==> config.mk <==
export PLATFORM = sky130hd
export DESIGN_NAME = dds_param_regfile
export DESIGN_NICKNAME = d
export VERILOG_FILES = /design/src/rtl/dds_param_regfile.sv
export SDC_FILE = /design/constraint.sdc
export NUM_CORES = 1
export LEC_CHECK = 0
export CORE_MARGIN = 1.5
export CORE_UTILIZATION = 34
export CTS_CLUSTER_DIAMETER = 30
export DETAILED_ROUTE_END_ITERATION = 16
export PLACE_DENSITY = 0.56
export SLEW_MARGIN = 30
export SYNTH_ARGS = -nofsm -noshare
export SYNTH_HDL_FRONTEND = slang
export SYNTH_SLANG_ARGS = --single-unit
==> constraint.sdc <==
create_clock -name clk -period 2.75 [get_ports clk]
set_clock_uncertainty 0.2 [all_clocks]
set_input_delay 0.4125 -clock clk [delete_from_list [all_inputs] [get_ports clk]]
set_output_delay 0.4125 -clock clk [all_outputs]
set_load 0.01 [all_outputs]
==> src/rtl/dds_param_regfile.sv <==
// Shadow/active parameter register file for a two-channel DDS/PWM generator.
// Optional macro DDS_PARAM_READBACK_EN adds a registered shadow readback port (rd_id/rd_data).
//
// state    | meaning
// S_IDLE   | accepting writes; a pending copy lands on the edge that leaves the cycle after COMMIT
// S_COMMIT | one-cycle stall, clears dirty and arms the shadow-to-active copy
module dds_param_regfile (
    input  logic        clk,
    input  logic        rst_n,
    input  logic        param_valid,
    output logic        param_ready,
    input  logic [7:0]  param_id,
    input  logic [31:0] param_value,
    output logic [31:0] dds_frequency_A,
    output logic [31:0] dds_frequency_B,
    output logic [13:0] dds_phase_A,
    output logic [13:0] dds_phase_B,
    output logic [4:0]  dds_Amplitude_A,
    output logic [4:0]  dds_Amplitude_B,
    output logic [2:0]  dds_wave_type_A,
    output logic [2:0]  dds_wave_type_B,
    output logic        dds_choose_en_A,
    output logic        dds_choose_en_B,
    output logic [13:0] vol_bias_A,
    output logic [13:0] vol_bias_B,
    output logic [7:0]  duty_cycle_A,
    output logic [7:0]  duty_cycle_B,
    output logic [31:0] div_fractor_A,
    output logic [31:0] div_fractor_B,
    output logic [1:0]  dds_pwm_choose,
    output logic        param_update,
    output logic        id_err
`ifdef DDS_PARAM_READBACK_EN
    ,
    input  logic [7:0]  rd_id,
    output logic [31:0] rd_data
`endif
);

    typedef enum logic {S_IDLE = 1'b0, S_COMMIT = 1'b1} state_t;

    typedef struct packed {
        logic [31:0] freq;
        logic [13:0] phase;
        logic [4:0]  amp;
        logic [2:0]  wave;
        logic        choose_en;
        logic [13:0] bias;
        logic [7:0]  duty;
        logic [31:0] div;
    } ch_t;

    localparam ch_t CH_DEFAULT = '{freq: 32'd0, phase: 14'd0, amp: 5'd31, wave: 3'd0,
                                   choose_en: 1'b0, bias: 14'd0, duty: 8'd50, div: 32'd1};

    localparam logic [7:0] ID_PWM     = 8'h20;
    localparam logic [7:0] ID_COMMIT  = 8'hF0;
    localparam logic [7:0] ID_DISCARD = 8'hF1;
    localparam logic [7:0] ID_CLR_ERR = 8'hF2;

    state_t      state_q, state_d;
    logic        ready_q, ready_d;
    logic        copy_q, copy_d;
    logic        update_q, update_d;
    logic        dirty_q, dirty_d;
    logic        err_q, err_d;
    ch_t         sh_q [2];
    ch_t         sh_d [2];
    ch_t         act_q [2];
    ch_t         act_d [2];
    logic [1:0]  pwm_sh_q, pwm_sh_d;
    logic [1:0]  pwm_act_q, pwm_act_d;

    logic        accept;
    logic        is_field;
    logic        ch_sel;

    function automatic ch_t put_field(input ch_t c, input logic [2:0] f, input logic [31:0] v);
        ch_t r;
        r = c;
        case (f)
            3'd0: r.freq      = v;
            3'd1: r.phase     = v[13:0];
            3'd2: r.amp       = (v > 32'd31) ? 5'd31 : v[4:0];
            3'd3: r.wave      = v[2:0];
            3'd4: r.choose_en = v[0];
            3'd5: r.bias      = v[13:0];
            3'd6: r.duty      = (v > 32'd100) ? 8'd100 : v[7:0];
            default: r.div    = (v == 32'd0) ? 32'd1 : v;
        endcase
        return r;
    endfunction

    assign accept   = param_valid && ready_q;
    assign is_field = (param_id[7:5] == 3'b000) && !param_id[3];
    assign ch_sel   = param_id[4];

    always_comb begin
        state_d   = state_q;
        ready_d   = ready_q;
        copy_d    = 1'b0;
        update_d  = 1'b0;
        dirty_d   = dirty_q;
        err_d     = err_q;
        sh_d      = sh_q;
        act_d     = act_q;
        pwm_sh_d  = pwm_sh_q;
        pwm_act_d = pwm_act_q;

        case (state_q)
            S_IDLE: begin
                ready_d = 1'b1;
                // The armed copy reads the pre-edge shadow, so a write landing on this edge stays shadow-only.
                if (copy_q) begin
                    act_d     = sh_q;
                    pwm_act_d = pwm_sh_q;
                    update_d  = 1'b1;
                end
                if (accept) begin
                    if (is_field) begin
                        sh_d[ch_sel] = put_field(sh_q[ch_sel], param_id[2:0], param_value);
                        dirty_d      = 1'b1;
                    end else begin
                        case (param_id)
                            ID_PWM: begin
                                pwm_sh_d = param_value[1:0];
                                dirty_d  = 1'b1;
                            end
                            ID_COMMIT: begin
                                if (dirty_q) begin
                                    state_d = S_COMMIT;
                                    ready_d = 1'b0;
                                end
                            end
                            ID_DISCARD: begin
                                // With a copy landing now, the shadow already equals the incoming active set.
                                if (!copy_q) begin
                                    sh_d     = act_q;
                                    pwm_sh_d = pwm_act_q;
                                end
                                dirty_d = 1'b0;
                            end
                            ID_CLR_ERR: err_d = 1'b0;
                            default:    err_d = 1'b1;
                        endcase
                    end
                end
            end
            default: begin
                state_d = S_IDLE;
                ready_d = 1'b1;
                copy_d  = 1'b1;
                dirty_d = 1'b0;
            end
        endcase
    end

    always_ff @(posedge clk) begin
        if (!rst_n) begin
            state_q   <= S_IDLE;
            ready_q   <= 1'b0;
            copy_q    <= 1'b0;
            update_q  <= 1'b0;
            dirty_q   <= 1'b0;
            err_q     <= 1'b0;
            sh_q[0]   <= CH_DEFAULT;
            sh_q[1]   <= CH_DEFAULT;
            act_q[0]  <= CH_DEFAULT;
            act_q[1]  <= CH_DEFAULT;
            pwm_sh_q  <= 2'd0;
            pwm_act_q <= 2'd0;
        end else begin
            state_q   <= state_d;
            ready_q   <= ready_d;
            copy_q    <= copy_d;
            update_q  <= update_d;
            dirty_q   <= dirty_d;
            err_q     <= err_d;
            sh_q      <= sh_d;
            act_q     <= act_d;
            pwm_sh_q  <= pwm_sh_d;
            pwm_act_q <= pwm_act_d;
        end
    end

    assign param_ready     = ready_q;
    assign param_update    = update_q;
    assign id_err          = err_q;
    assign dds_frequency_A = act_q[0].freq;
    assign dds_frequency_B = act_q[1].freq;
    assign dds_phase_A     = act_q[0].phase;
    assign dds_phase_B     = act_q[1].phase;
    assign dds_Amplitude_A = act_q[0].amp;
    assign dds_Amplitude_B = act_q[1].amp;
    assign dds_wave_type_A = act_q[0].wave;
    assign dds_wave_type_B = act_q[1].wave;
    assign dds_choose_en_A = act_q[0].choose_en;
    assign dds_choose_en_B = act_q[1].choose_en;
    assign vol_bias_A      = act_q[0].bias;
    assign vol_bias_B      = act_q[1].bias;
    assign duty_cycle_A    = act_q[0].duty;
    assign duty_cycle_B    = act_q[1].duty;
    assign div_fractor_A   = act_q[0].div;
    assign div_fractor_B   = act_q[1].div;
    assign dds_pwm_choose  = pwm_act_q;

`ifdef DDS_PARAM_READBACK_EN
    logic [31:0] rd_data_q, rd_data_d;

    function automatic logic [31:0] field_of(input ch_t c, input logic [2:0] f);
        case (f)
            3'd0:    return c.freq;
            3'd1:    return {18'd0, c.phase};
            3'd2:    return {27'd0, c.amp};
            3'd3:    return {29'd0, c.wave};
            3'd4:    return {31'd0, c.choose_en};
            3'd5:    return {18'd0, c.bias};
            3'd6:    return {24'd0, c.duty};
            default: return c.div;
        endcase
    endfunction

    always_comb begin
        rd_data_d = 32'd0;
        if ((rd_id[7:5] == 3'b000) && !rd_id[3]) begin
            rd_data_d = field_of(sh_q[rd_id[4]], rd_id[2:0]);
        end else if (rd_id == ID_PWM) begin
            rd_data_d = {30'd0, pwm_sh_q};
        end
    end

    always_ff @(posedge clk) begin
        if (!rst_n) rd_data_q <= 32'd0;
        else        rd_data_q <= rd_data_d;
    end

    assign rd_data = rd_data_q;
`endif

endmodule
==> summary by stage <==
Status
The flow ran to the end, and the final reports show no timing, DRC or antenna violations.

STA
The worst hold slack is 163 ps. The hold violation total from the final report is 0. Setup repair after global routing left no endpoint under its margin.

Of the available clock period, the critical path in the final layout requires 0.967. The number of pins with negative max-slew slack in the final report is 0. The shortest clock period the worst path allows after layout is 2660 ps. The worst setup slack after layout is 89.8 ps.

In this run the tightest slew margin relative to its limit is 0.448. The final setup violation count is 0. The maximum clock frequency is 376 MHz. For the pin with the worst max-slew slack, the measured transition is 828 ps.

Job
The max capacitance violation total is 0.

Setup path
The total buffers and inverters traversed by the critical path is 3. The critical path in this run is classified as in -> reg. The data arrival time of the critical path is 3000 ps. The worst register-to-register path has a depth of 5.

In this design, the critical path's most frequently occurring cell is sky130_fd_sc_hd__buf_4. The worst register-to-register path ends at sh_q[181]. The element type at the critical path start is an input pin. The critical path goes through clkdlybuf4s50_1 > buf_4 > or4_1 > buf_4 > or4b_1 > or4_4 > o31ai_2 > a21oi_1. The highest cell delay on the worst timing path is 540 ps. The slowest cell on the critical path is sky130_fd_sc_hd__or4_1. The register-to-register setup slack is 590 ps. The data required time at the worst endpoint is 3090 ps. Broken down by cell family, the worst path's largest delay share belongs to simple AND/OR/NAND/NOR gates. The worst reg2reg path startpoint is state_q.

The endpoint type of the worst setup path is a flop. The highest net fanout along the worst path is 5.

Detailed routing
The first detailed-routing pass ran for 6 iterations. The wire length per cell is 22.7 µm. The number of vias per cell after detailed routing is 5.67. The total DRC errors in the routed layout is 0. After the first detailed-routing iteration, the DRC count stood at 1745.

The sum of routed wire length over all layers is 83700 µm. For this block, the via count after detailed routing is 20905. The residual antenna-violating net count after detailed routing is 0.

GRT
The first global-routing pass estimated 125000 µm of wire. The via count of the first global-routing pass is 20304. The number of antenna violations at the first check in global routing is 4. After global routing the overflow that remains totals 0. The pin count of the biggest net entering global routing is 180. For this run, the total global-route usage over all layers was measured as 0.243.

Min path
The end of the worst hold path is sh_q[60]. The source of the worst hold timing path is param_id[4]. In this run the worst hold path is classified as in -> reg. The number of cells on the worst hold path is 5.

CTS
The tree is rooted in a sky130_fd_sc_hd__clkbuf_16. Post-CTS repair changed the size of 0 cells. After clock tree synthesis, the clock-pin slew on the worst setup and hold paths is 50 ps. The clock insertion delay at the later pin of the skew report is 660 ps.

The TritonCTS clock tree is done. The clock sink total is 446. The clock passes through at most 3 buffers.

Buffers inserted during clock tree synthesis total 115. The H-tree depth reported by CTS is 3.

Layout
From synthesis to final layout, the design area changed by 37.8%. In the final layout, the share of cells above drive strength 1 is 0.131. The net count of the finished layout is 2778. The fill cell total of the finished layout is 5966. In the layout the commonest cells are sky130_fd_sc_hd__nand2_1 (541), sky130_fd_sc_hd__dfxtp_1 (445), sky130_fd_sc_hd__mux2i_1 (302). Excluding fillers, the count of instances in the completed layout stands at 3686. Leaving out fill and tap cells, the most frequent cell in the layout is sky130_fd_sc_hd__nand2_1.

Floorplanning
After floorplanning, the core was sized to cover 0.0645 mm². The effective utilization at floorplan is 0.344. The total I/O pin count is 266. The die width is 258 µm. The die covers 0.0668 mm².

The vertical die dimension is 258 µm. The floorplan has 93 rows.

Synth
The most instantiated flip-flop cell in the synthesis netlist is sky130_fd_sc_hd__dfxtp_1. Of the synthesized area, sequential elements account for 0.402. In this run, synthesis produced a sequential element count of 446. Counting distinct cell types in the post-synthesis netlist gives 59. The post-synthesis adder-cell area fraction is 0. After synthesis, the cell types taking the most area are sky130_fd_sc_hd__dfxtp_1 (40%), sky130_fd_sc_hd__mux2i_1 (14%), sky130_fd_sc_hd__nand2_1 (9.2%). The synthesized instance count is 2468.

The simple-gate area share of the yosys netlist is 0.118. During synthesis, Yosys emitted a total of 0 warnings. Of the post-synthesis cell area, the part taken by muxes is 0.142. The net count after synthesis is 2511. The mean post-synth cell area is 8.99 µm². In this run, synthesis inferred 0 flip-flops with an integrated enable. The fraction of the mapped netlist area in compound gates came to 0.289.

The combinational family with the most area after synthesis is compound AO/OA/AOI/OAI gates. The fraction of synthesis flops using an asynchronous set or reset pin is 0. The share of synthesized area in the top cell type comes to 0.402. The cell area that synthesis handed to floorplanning was 0.0222 mm². Of the total synthesized cell area, the portion taken by XOR and XNOR cells is 0. Of all cell types, the one taking the most synthesized area is sky130_fd_sc_hd__dfxtp_1.

Power
Power spread over the standard cell area amounts to 696 mW/mm². The maximum ir drop on the vdd rail is 0.000506 V. For this design the static power due to leakage is 12.9 nW. The power consumption is 21.3 mW.

Place
The worst setup slack before clock tree synthesis is -589 ps. Detailed placement ended at an HPWL of 52900 µm. The count of buffers from port buffering is 265. The global placement routability congestion is 0.849. Including well taps, the total number of placed cells is 3472.
## where the power goes
part           internal [mW]  switching (mW)  total [mW]
clock                   9.74            4.19        13.9
combinational          0.292           0.515       0.807
sequential              6.52          0.0281        6.54
total                   16.5            4.73        21.3
## Yosys cell counts (6+ instances only)
| cell | n |
|---|---|
| sky130_fd_sc_hd__dfxtp_1 | 446 |
| sky130_fd_sc_hd__clkbuf_1 | 194 |
| sky130_fd_sc_hd__o21ai_0 | 108 |
| sky130_fd_sc_hd__o22ai_1 | 8 |
| sky130_fd_sc_hd__o221ai_1 | 190 |
| sky130_fd_sc_hd__buf_1 | 22 |
| sky130_fd_sc_hd__a21boi_0 | 201 |
| sky130_fd_sc_hd__o211ai_1 | 11 |
| sky130_fd_sc_hd__and2_1 | 6 |
| sky130_fd_sc_hd__nor2b_1 | 6 |
| sky130_fd_sc_hd__o21ai_1 | 8 |
| sky130_fd_sc_hd__a21o_1 | 8 |
| sky130_fd_sc_hd__a21oi_1 | 21 |
| sky130_fd_sc_hd__a211oi_1 | 8 |
| sky130_fd_sc_hd__mux2i_1 | 302 |
| sky130_fd_sc_hd__nor3_1 | 7 |
| sky130_fd_sc_hd__o211a_1 | 192 |
| sky130_fd_sc_hd__nand3_1 | 20 |
| sky130_fd_sc_hd__nand2_1 | 542 |
| sky130_fd_sc_hd__nand2b_1 | 6 |
| sky130_fd_sc_hd__inv_1 | 9 |
| sky130_fd_sc_hd__mux2_2 | 12 |
| sky130_fd_sc_hd__buf_2 | 44 |
| sky130_fd_sc_hd__a221oi_1 | 11 |
| sky130_fd_sc_hd__nor2_1 | 16 |
## routing by layer
metal	track usage	wire length, µm
met4	0.111	3210
met3	0.0565	5920
met2	0.389	38700
met1	0.309	35800
met5	0	0
## flip-flops by register name (all words and copies together) (netlist names), 2 cells and up
register         flops
dds_frequency_B     32
dds_Amplitude_B      5
dds_phase_B         14
dds_phase_A         14
duty_cycle_A         8
pwm_sh_q             2
dds_Amplitude_A      5
div_fractor_A       32
dds_frequency_A     32
vol_bias_B          14
div_fractor_B       32
dds_wave_type_A      3
sh_q               218
duty_cycle_B         8
dds_pwm_choose       2
vol_bias_A          14
dds_wave_type_B      3
## layout make-up
cell class,count,area [µm²],share of cell area
antenna,1,2.50,0.0000818
clock buffer,155,3270,0.107
clock inverter,57,792,0.0259
inverter,9,33.8,0.00110
multi-input combinational,1752,12300,0.401
sequential,446,8930,0.292
tap,855,1070,0.0350
timing repair buffer,411,4230,0.138
## worst register-to-register path: stages (launching register included)
cell and delay (ps):
sky130_fd_sc_hd__dfxtp_1 460, sky130_fd_sc_hd__nand3b_1 370, sky130_fd_sc_hd__a21oi_4 230, sky130_fd_sc_hd__buf_4 390, sky130_fd_sc_hd__o221ai_1 220, sky130_fd_sc_hd__o211a_1 170
## per-stage QoR
step	instance area [µm²]	TNS (ps)	utilization
after floorplan	22200	0	-
after global placement	26500	-39070	0.411
after detailed placement	26500	-43240	0.411
after CTS	30600	0	0.474
after global routing	30600	0	0.475
final	30600	0	0.475
## logic make-up (layout without fill, tap and decap cells)
family | after synthesis | in the layout
AO/OA/AOI/OAI | 800 | 800
flip-flops | 446 | 446
AND/OR/NAND/NOR | 638 | 638
buffers and inverters | 270 | 632
other | 0 | 1
multiplexers | 314 | 314
## how the worst max path moves through the flow
| stage | end | cells after the start | startpoint | slack, ps |
|---|---|---|---|---|
| 3_5_place_dp | sh_q[62] | 8 | param_value[11] | -590 |
| 5_1_grt | sh_q[62] | 8 | param_value[11] | 20 |
| 4_1_cts | sh_q[62] | 8 | param_value[11] | 110 |
| 6_report | sh_q[60] | 8 | param_value[11] | 90 |
| 3_3_place_gp | sh_q[60] | 8 | param_value[11] | -600 |
| 2_1_floorplan | sh_q[58] | 5 | param_value[10] | 310 |
## timing repair
| action | 4_1_cts | 5_1_grt |
|---|---|---|
| hold buffers | 1 | 0 |
| hold endpoints to repair | 20 | 0 |
| buffers inserted | 0 | 0 |
Power figures use the tool's default switching activity.
